$ cat config.mk
export PLATFORM = sky130hd
export DESIGN_NAME = l2_req_scheduler_flat
export DESIGN_NICKNAME = d
export VERILOG_FILES = /design/src/rtl/l2_req_scheduler_if.sv /design/src/rtl/l2_req_scheduler.sv /design/src/flat_wrapper.sv
export SDC_FILE = /design/constraint.sdc
export NUM_CORES = 1
export LEC_CHECK = 0
export CAP_MARGIN = 10
export CORE_ASPECT_RATIO = 0.6
export CORE_MARGIN = 3
export CORE_UTILIZATION = 42
export DETAILED_ROUTE_END_ITERATION = 10
export PLACE_DENSITY = 0.86
export SKIP_LAST_GASP = 1
export SLEW_MARGIN = 20
export SYNTH_ARGS = -nofsm -noshare
export SYNTH_HDL_FRONTEND = slang
export SYNTH_SLANG_ARGS = --single-unit
$ cat constraint.sdc
create_clock -name clk -period 3.1 [get_ports clk]
set_input_delay 0.62 -clock clk [delete_from_list [all_inputs] [get_ports clk]]
set_output_delay 0.62 -clock clk [all_outputs]
set_load 0.01 [all_outputs]
$ cat src/rtl/l2_req_scheduler_if.sv
// l2_req_scheduler_if: bundles the two core request/response channels, the
// downstream L2 request/response channels and the status outputs.
//   slave  : scheduler view (drives readies, responses, L2 request, status)
//   master : environment view (drives core requests and L2 handshakes)
interface l2_req_scheduler_if #(
   parameter int ADDR_W = 32,
   parameter int DATA_W = 32
);
   logic              req0_valid, req0_ready, req0_we;
   logic [ADDR_W-1:0] req0_addr;
   logic [DATA_W-1:0] req0_wdata;
   logic              req1_valid, req1_ready, req1_we;
   logic [ADDR_W-1:0] req1_addr;
   logic [DATA_W-1:0] req1_wdata;
   logic              resp0_valid, resp0_err;
   logic [DATA_W-1:0] resp0_rdata;
   logic              resp1_valid, resp1_err;
   logic [DATA_W-1:0] resp1_rdata;
   logic              l2_req_valid, l2_req_ready, l2_we, l2_id;
   logic [ADDR_W-1:0] l2_addr;
   logic [DATA_W-1:0] l2_wdata;
   logic              l2_resp_valid;
   logic [DATA_W-1:0] l2_resp_rdata;
   logic              busy;
   logic [7:0]        drop_cnt;

   modport slave (
      input  req0_valid, req0_addr, req0_we, req0_wdata,
      input  req1_valid, req1_addr, req1_we, req1_wdata,
      input  l2_req_ready, l2_resp_valid, l2_resp_rdata,
      output req0_ready, req1_ready,
      output resp0_valid, resp0_rdata, resp0_err,
      output resp1_valid, resp1_rdata, resp1_err,
      output l2_req_valid, l2_addr, l2_we, l2_wdata, l2_id,
      output busy, drop_cnt
   );

   modport master (
      output req0_valid, req0_addr, req0_we, req0_wdata,
      output req1_valid, req1_addr, req1_we, req1_wdata,
      output l2_req_ready, l2_resp_valid, l2_resp_rdata,
      input  req0_ready, req1_ready,
      input  resp0_valid, resp0_rdata, resp0_err,
      input  resp1_valid, resp1_rdata, resp1_err,
      input  l2_req_valid, l2_addr, l2_we, l2_wdata, l2_id,
      input  busy, drop_cnt
   );
endinterface

$ cat src/rtl/l2_req_scheduler.sv
// l2_req_scheduler: two-core round-robin scheduler onto a single L2 port with
// one transaction outstanding at a time.
//   clk, rst : clock and synchronous active-high reset
//   bus      : l2_req_scheduler_if.slave (core requests/responses, L2 channels,
//              busy and saturating drop_cnt of discarded L2 responses)
// Optional feature: define L2_SCHED_TIMEOUT_EN to enable the WAIT watchdog,
// which returns an error response after TIMEOUT_CYC cycles without a reply.
module l2_req_scheduler #(
   parameter int ADDR_W      = 32,
   parameter int DATA_W      = 32,
   parameter int TIMEOUT_CYC = 64
) (
   input logic              clk,
   input logic              rst,
   l2_req_scheduler_if.slave bus
);
   typedef enum logic [1:0] {IDLE, ISSUE, WAIT, RESP} state_t;

   if (TIMEOUT_CYC < 2 || TIMEOUT_CYC > 255) begin : g_bad_timeout
      $error("TIMEOUT_CYC out of range 2..255");
   end

   state_t            state;
   logic              last_grant, id_q, we_q;
   logic [ADDR_W-1:0] addr_q;
   logic [DATA_W-1:0] wdata_q, rdata_q;
   logic [7:0]        drop_q;
   logic              gnt0, gnt1, issue, resp_on, r0, r1, err;

   // Tie goes to the master that did not win last time.
   assign gnt1 = state == IDLE && !rst && bus.req1_valid && (!bus.req0_valid || !last_grant);
   assign gnt0 = state == IDLE && !rst && bus.req0_valid && !gnt1;

`ifdef L2_SCHED_TIMEOUT_EN
   logic       err_q;
   logic [7:0] timer;
   assign err = err_q;
`else
   assign err = 1'b0;
`endif

   always_ff @(posedge clk) begin
      if (rst) begin
         state      <= IDLE;
         last_grant <= 1'b1;
         id_q       <= 1'b0;
         we_q       <= 1'b0;
         addr_q     <= '0;
         wdata_q    <= '0;
         rdata_q    <= '0;
         drop_q     <= '0;
`ifdef L2_SCHED_TIMEOUT_EN
         err_q      <= 1'b0;
         timer      <= '0;
`endif
      end else begin
         // Any L2 response outside WAIT has no owner and is discarded.
         if (bus.l2_resp_valid && state != WAIT && drop_q != 8'hff)
            drop_q <= drop_q + 8'd1;
         case (state)
            IDLE:
               if (gnt0 || gnt1) begin
                  addr_q     <= gnt1 ? bus.req1_addr : bus.req0_addr;
                  we_q       <= gnt1 ? bus.req1_we : bus.req0_we;
                  wdata_q    <= gnt1 ? bus.req1_wdata : bus.req0_wdata;
                  id_q       <= gnt1;
                  last_grant <= gnt1;
                  state      <= ISSUE;
               end
            ISSUE:
               if (bus.l2_req_ready) begin
                  state <= WAIT;
`ifdef L2_SCHED_TIMEOUT_EN
                  timer <= '0;
`endif
               end
            WAIT:
               if (bus.l2_resp_valid) begin
                  rdata_q <= bus.l2_resp_rdata;
                  state   <= RESP;
`ifdef L2_SCHED_TIMEOUT_EN
                  err_q   <= 1'b0;
               end else if (timer == 8'(TIMEOUT_CYC - 1)) begin
                  rdata_q <= '0;
                  err_q   <= 1'b1;
                  state   <= RESP;
               end else begin
                  timer   <= timer + 8'd1;
`endif
               end
            default: state <= IDLE;
         endcase
      end
   end

   assign issue   = state == ISSUE && !rst;
   assign resp_on = state == RESP && !rst;
   assign r0      = resp_on && !id_q;
   assign r1      = resp_on && id_q;

   assign bus.req0_ready   = gnt0;
   assign bus.req1_ready   = gnt1;
   assign bus.l2_req_valid = issue;
   assign bus.l2_addr      = issue ? addr_q : '0;
   assign bus.l2_we        = issue && we_q;
   assign bus.l2_wdata     = issue ? wdata_q : '0;
   assign bus.l2_id        = issue && id_q;
   assign bus.resp0_valid  = r0;
   assign bus.resp0_rdata  = r0 ? rdata_q : '0;
   assign bus.resp0_err    = r0 && err;
   assign bus.resp1_valid  = r1;
   assign bus.resp1_rdata  = r1 ? rdata_q : '0;
   assign bus.resp1_err    = r1 && err;
   assign bus.busy         = state != IDLE && !rst;
   assign bus.drop_cnt     = rst ? 8'd0 : drop_q;
endmodule

$ cat src/flat_wrapper.sv
// flat-port wrapper written by rule: the top's interface ports become plain ports
module l2_req_scheduler_flat 
#(
   parameter int ADDR_W      = 32,
   parameter int DATA_W      = 32,
   parameter int TIMEOUT_CYC = 64
)
  (clk, rst, bus_req0_valid, bus_req0_addr, bus_req0_we, bus_req0_wdata, bus_req1_valid, bus_req1_addr, bus_req1_we, bus_req1_wdata, bus_l2_req_ready, bus_l2_resp_valid, bus_l2_resp_rdata, bus_req0_ready, bus_req1_ready, bus_resp0_valid, bus_resp0_rdata, bus_resp0_err, bus_resp1_valid, bus_resp1_rdata, bus_resp1_err, bus_l2_req_valid, bus_l2_addr, bus_l2_we, bus_l2_wdata, bus_l2_id, bus_busy, bus_drop_cnt);
  l2_req_scheduler_if #(.ADDR_W(ADDR_W), .DATA_W(DATA_W)) bus_i ();
  input logic clk;
  input logic rst;
  input wire logic [$bits(bus_i.req0_valid)-1:0] bus_req0_valid;
  input wire logic [$bits(bus_i.req0_addr)-1:0] bus_req0_addr;
  input wire logic [$bits(bus_i.req0_we)-1:0] bus_req0_we;
  input wire logic [$bits(bus_i.req0_wdata)-1:0] bus_req0_wdata;
  input wire logic [$bits(bus_i.req1_valid)-1:0] bus_req1_valid;
  input wire logic [$bits(bus_i.req1_addr)-1:0] bus_req1_addr;
  input wire logic [$bits(bus_i.req1_we)-1:0] bus_req1_we;
  input wire logic [$bits(bus_i.req1_wdata)-1:0] bus_req1_wdata;
  input wire logic [$bits(bus_i.l2_req_ready)-1:0] bus_l2_req_ready;
  input wire logic [$bits(bus_i.l2_resp_valid)-1:0] bus_l2_resp_valid;
  input wire logic [$bits(bus_i.l2_resp_rdata)-1:0] bus_l2_resp_rdata;
  output wire logic [$bits(bus_i.req0_ready)-1:0] bus_req0_ready;
  output wire logic [$bits(bus_i.req1_ready)-1:0] bus_req1_ready;
  output wire logic [$bits(bus_i.resp0_valid)-1:0] bus_resp0_valid;
  output wire logic [$bits(bus_i.resp0_rdata)-1:0] bus_resp0_rdata;
  output wire logic [$bits(bus_i.resp0_err)-1:0] bus_resp0_err;
  output wire logic [$bits(bus_i.resp1_valid)-1:0] bus_resp1_valid;
  output wire logic [$bits(bus_i.resp1_rdata)-1:0] bus_resp1_rdata;
  output wire logic [$bits(bus_i.resp1_err)-1:0] bus_resp1_err;
  output wire logic [$bits(bus_i.l2_req_valid)-1:0] bus_l2_req_valid;
  output wire logic [$bits(bus_i.l2_addr)-1:0] bus_l2_addr;
  output wire logic [$bits(bus_i.l2_we)-1:0] bus_l2_we;
  output wire logic [$bits(bus_i.l2_wdata)-1:0] bus_l2_wdata;
  output wire logic [$bits(bus_i.l2_id)-1:0] bus_l2_id;
  output wire logic [$bits(bus_i.busy)-1:0] bus_busy;
  output wire logic [$bits(bus_i.drop_cnt)-1:0] bus_drop_cnt;
  assign bus_i.req0_valid = bus_req0_valid;
  assign bus_i.req0_addr = bus_req0_addr;
  assign bus_i.req0_we = bus_req0_we;
  assign bus_i.req0_wdata = bus_req0_wdata;
  assign bus_i.req1_valid = bus_req1_valid;
  assign bus_i.req1_addr = bus_req1_addr;
  assign bus_i.req1_we = bus_req1_we;
  assign bus_i.req1_wdata = bus_req1_wdata;
  assign bus_i.l2_req_ready = bus_l2_req_ready;
  assign bus_i.l2_resp_valid = bus_l2_resp_valid;
  assign bus_i.l2_resp_rdata = bus_l2_resp_rdata;
  assign bus_req0_ready = bus_i.req0_ready;
  assign bus_req1_ready = bus_i.req1_ready;
  assign bus_resp0_valid = bus_i.resp0_valid;
  assign bus_resp0_rdata = bus_i.resp0_rdata;
  assign bus_resp0_err = bus_i.resp0_err;
  assign bus_resp1_valid = bus_i.resp1_valid;
  assign bus_resp1_rdata = bus_i.resp1_rdata;
  assign bus_resp1_err = bus_i.resp1_err;
  assign bus_l2_req_valid = bus_i.l2_req_valid;
  assign bus_l2_addr = bus_i.l2_addr;
  assign bus_l2_we = bus_i.l2_we;
  assign bus_l2_wdata = bus_i.l2_wdata;
  assign bus_l2_id = bus_i.l2_id;
  assign bus_busy = bus_i.busy;
  assign bus_drop_cnt = bus_i.drop_cnt;
  l2_req_scheduler #(.ADDR_W(ADDR_W), .DATA_W(DATA_W), .TIMEOUT_CYC(TIMEOUT_CYC)) u_core (.clk(clk), .rst(rst), .bus(bus_i));
endmodule
Word level (Yosys, flattened, before mapping)
Index checks and enable logic that the tools add are counted.
{ "word_totals": {"reg_bits": 109, "wordCells": 55, "in_bits": 168, "out_inout_bits": 146} }
{ "classes": {"n_reduce_logical": 26, "mux": 12, "n_addsub": 1, "eq_ne": 8} }
{ "op_table": {"columns": ["operator", "count"], "rows": [
  ["32-bit two-way mux", 6],
  ["1-bit logical AND", 14],
  ["8-bit by 1-bit adder with 8-bit output, second input constant", 1],
  ["8-bit two-way mux", 1],
  ["2-bit != test, second input constant", 4],
  ["8-bit != test, second input constant", 1],
  ["2-bit two-way mux", 3],
  ["2-bit case mux with 3 select lines", 1],
  ["1-bit zero test", 5],
  ["2-bit == test, second input constant", 2],
  ["2-bit AND reduction", 2],
  ["3-bit AND reduction", 1],
  ["2-bit by 1-bit == test with 1-bit output, second input constant", 1],
  ["2-bit zero test", 1],
  ["1-bit logical OR", 2],
  ["2-bit nonzero test", 1],
  ["1-bit two-way mux", 1]
]} }

Logic depth before layout (Yosys ltp)
{ "logic_depth": {"depth_word": 9, "ltp_mapped": 9} }

Worst setup path before layout
Ideal clock, no wire load.
{ "synth_path": {"path_type": "input -> output", "startpoint": "input rst", "endpoint": "output bus_resp0_rdata[22]", "path_buffers": 1, "cell_stages": 3, "path_slack_ns": 1.002, "t_arrival_ns": 1.478, "required_ns": 2.480, "cell_sequence": "nor3b_1 > clkbuf_1 > and2_1"} }
{ "synth_via": {"elab_chain_len": 4} }
{ "synth_lines": {"columns": ["item", "line", "rtl"], "rows": [
  ["from (decl)", "flat_wrapper.sv:11", "input logic rst;"],
  ["1-bit zero test", "l2_req_scheduler.sv:97", "assign resp_on = state == RESP && !rst;"],
  ["1-bit logical AND", "l2_req_scheduler.sv:97", null],
  ["1-bit logical AND", "l2_req_scheduler.sv:98", "assign r0 = resp_on && !id_q;"],
  ["via bus_resp0_valid", "flat_wrapper.sv:25", "output wire logic [$bits(bus_i.resp0_valid)-1:0] bus_resp0_valid;"],
  ["32-bit two-way mux", "l2_req_scheduler.sv:109", "assign bus.resp0_rdata = r0 ? rdata_q : '0;"],
  ["to (decl)", "flat_wrapper.sv:26", "output wire logic [$bits(bus_i.resp0_rdata)-1:0] bus_resp0_rdata;"]
]} }
The timed path passes the listed nets, and every way through them passes these cells.

Final worst setup path
{ "layout_path": {"startpoint": "register u_core.state[1]", "endpoint": "output bus_l2_wdata[22]"} }
{ "layout_via": {"elab_chain_len": 3} }
{ "layout_lines": {"columns": ["item", "line", "rtl"], "rows": [
  ["from (decl)", "l2_req_scheduler.sv:23", "state_t state;"],
  ["from (signal assigned)", "l2_req_scheduler.sv:44", "state <= IDLE;"],
  ["from (signal assigned)", "l2_req_scheduler.sv:68", "state <= ISSUE;"],
  ["from (signal assigned)", "l2_req_scheduler.sv:72", "state <= WAIT;"],
  ["2-bit by 1-bit == test with 1-bit output", "l2_req_scheduler.sv:96", "assign issue = state == ISSUE && !rst;"],
  ["1-bit logical AND", "l2_req_scheduler.sv:96", null],
  ["32-bit two-way mux", "l2_req_scheduler.sv:106", "assign bus.l2_wdata = issue ? wdata_q : '0;"],
  ["to (decl)", "flat_wrapper.sv:34", "output wire logic [$bits(bus_i.l2_wdata)-1:0] bus_l2_wdata;"]
]} }
No other way between the ends.

==> out/qor.csv <==
stage;metric;value;unit
cts;hold_buffers;0;
power;power_per_cell_area;502;mW/mm2
timing;rsz0062_at_grt;false;
placement;place_hpwl;13700;um
cts;cts.clk_slew.worst_paths;0.07;ns
timing;fmax;356;MHz
worst_setup_path;cp_num_buf_inv;4;
detailed_routing;wl_per_cell;15.8;um
timing;skew;0.00828;ns
worst_hold_path;hp-class;register to register;
global_route;grt_pass1_vias;5452;
global_route;grt_max_degree;67;
yosys;synth_area_leaders;dfxtp_1 (38%), and2_1 (14%), nand2_1 (13%), a311oi_2 (7.9%), a311oi_1 (5.4%);
cts;cts_root_buffer;clkbuf_16;
worst_setup_path;cp_common_cell;inv_1;
cells_and_area;layout.nets;1181;
yosys;syn_avg_cell_area;7.72;um2
yosys;synth_fa_ha_area_frac;0.0110;
yosys;mappedNetlistArea;0.00568;mm2
yosys;synth-compound-area-share;0.180;
timing;setup_tns;0;ns
timing;finalHoldViolCount;0;
worst_setup_path;critical-path-slowest-cell;clkdlybuf4s50_1;
yosys;ys_types;39;
detailed_routing;dr.pass1.iters;5;
detailed_routing;wl;18700;um
timing;slew_headroom;0.490;
status;status;finished, final reports clean;
timing;tightestPinTransition;0.765;ns
detailed_routing;vias;5946;
yosys;ys_ff_latch;109;
floorplanning;initial_core_util;0.436;
detailed_routing;postRouteAntennaNets;0;
yosys;synthSimpleGateAreaFrac;0.357;
detailed_routing;drc;0;
cts;clk_latency;0.34;ns
yosys;synth_edf_count;0;
cts;htree_levels;3;
floorplanning;num_rows;32;
cts;cts_buffers;9;
power;p_leak;0.00337;uW
timing;period_share;0.906;
yosys;ys_warn_count;0;
global_route;grt_pass1_wl;28500;um
worst_setup_path;required;2.48;ns
timing;slew_violations;0;
worst_setup_path;endpoint_kind;output pin;
worst_setup_path;crit_path_start_kind;register;
power;vdd_ir_drop_max;0.284;mV
placement;gp_congestion;0.829;
cts;cts_tree;yes;
floorplanning;io_pins;314;
yosys;synthTopCellsByCount;nand2_1 (199), and2_1 (131), dfxtp_1 (109);
cts;ctsResizeCount;0;
cells_and_area;diodes;0;
worst_setup_path;crit_chain;inv_1 > ha_1 > inv_1 > nor2_4 > buf_12 > and2_1 > clkdlybuf4s50_1;
placement;place_area;0.00883;mm2
floorplanning;coreArea;0.0130;mm2
timing;timing.final.crit_period;2.81;ns
cells_and_area;final_cell_count_no_fill;1183;
cells_and_area;drive_gt1_frac;0.0661;
cts;post_cts_buffers;0;
yosys;synthMuxAreaShare;0.00375;
global_route;antenna_found_initial;0;
global_route;grt_usage;0.236;
yosys;synthXorXnorAreaFrac;0.00309;
placement;numPortBuffers;311;
worst_setup_path;worstPathArrival;2.19;ns
flow_run;cap_violations;0;
yosys;synth_top_family_by_area;simple AND/OR/NAND/NOR gates;
cts;cts.sinks;109;
worst_setup_path;cp_top_family;buffers and inverters;
cells_and_area;syn_to_final_growth;61.2;%
yosys;ys_seq_area_frac;0.384;
floorplanning;die_h;96.0;um
yosys;postSynth.asyncResetShare;0;
worst_setup_path;worst-path-max-fanout;57;
detailed_routing;first_iter_violations;227;
floorplanning;fp.dieW;156;um
yosys;synth_most_common_cell;nand2_1;
detailed_routing;viasPerCell;5.03;
global_route;overflow;0;
yosys;yosys_most_used_dff;dfxtp_1;
cts;cts_buffer_depth;2;
placement;place_inst;1167;
yosys;netlist_instances;735;
yosys;synth_top_area_frac;0.384;
worst_setup_path;worstSetupPathType;register to output pin;
timing;setup_viol;0;
yosys;synth_top_area_cell;dfxtp_1;
cells_and_area;post-route-cell-area;0.00915;mm2
floorplanning;dieArea;0.0150;mm2
worst_setup_path;cpPeakStageDelay;0.54;ns
layout make-up:
cell class / instances / area [um2]
flip-flops and latches: 109 / 2180
repair buffers: 324 / 3250
fillers: 1067 / 3870
clock inverters: 4 / 55.1
clock buffers: 12 / 256
multi-input cells: 557 / 3170
well taps: 170 / 213
inverters: 7 / 26.3
routing by layer:
metal  GRT usage  vias to the layer above  wire [um]
met2       0.403                      223       8980
met1       0.291                     2736       7900
met5           0                        -          0
met3      0.0795                       19       1580
met4      0.0551                        0        264
li1            -                     2968          -
per-stage QoR:
| stage | util | power (uW) | hold WS [ns] | setup slack, ns |
|---|---|---|---|---|
| finish | 0.703 | 4590 | 0.462 | 0.290 |
| detailed placement | 0.679 | 3430 | 0.454 | 0.439 |
| CTS | 0.703 | 4630 | 0.464 | 0.263 |
| global placement | 0.679 | 3380 | 0.450 | 0.455 |
| floorplan | - | 2820 | 0.437 | 1.00 |
| global route | 0.703 | 4860 | 0.475 | 0.167 |
power breakdown:
part / leakage (uW) / total (uW) / internal (uW) / switching (uW)
registers: 0.000893 / 1820 / 1660 / 153
logic: 0.00233 / 1580 / 747 / 833
clock network: 0.000149 / 1190 / 676 / 517
path summary, 6_finish.rpt:
check	from	endpoint	slack (ns)	depth (start not counted)
max	u_core.state[1]	bus_l2_wdata[22]	0.29	7
min	u_core.rdata_q[29]	u_core.rdata_q[29]	0.46	2
max reg2reg	u_core.state[0]	u_core.wdata_q[15]	0.84	8
min reg2reg	u_core.rdata_q[29]	u_core.rdata_q[29]	0.46	2
logic make-up after synthesis:
family / after synthesis
other: 1
DFF: 109
adders and majority gates: 5
AOI/OAI and AO/OA: 115
buffers and inverters: 70
muxes: 2
and+or+nand+nor: 431
xor gates and xnor gates: 2
sequential cells by signal, summed over array words and instances (netlist names):
signal / flops
u_core.we_q: 1
u_core.id_q: 1
u_core.drop_q: 8
u_core.rdata_q: 32
u_core.state: 2
u_core.wdata_q: 32
u_core.addr_q: 32
u_core.last_grant: 1
worst register-to-register path: stages, from the launching register on:
cell,delay (ns)
dfxtp_1,0.35
inv_1,0.09
ha_1,0.23
nor2b_4,0.20
nand3_2,0.11
inv_2,0.08
buf_4,0.55
nand2_1,0.22
a311oi_1,0.33
placed cells by master (no fill, tap or decap), types with 3 or more instances in the layout:
master           count
clkdlybuf4s50_1    310
nand2_1            199
and2_1             131
dfxtp_1            109
nor2_1              75
a21oi_1             38
a311oi_1            35
a311oi_2            30
buf_4               11
clkbuf_16            9
nor2b_1              8
inv_1                6
o21ai_0              6
ha_1                 5
and3_1               3
buf_12               3
(Power assumes the default switching activity.)
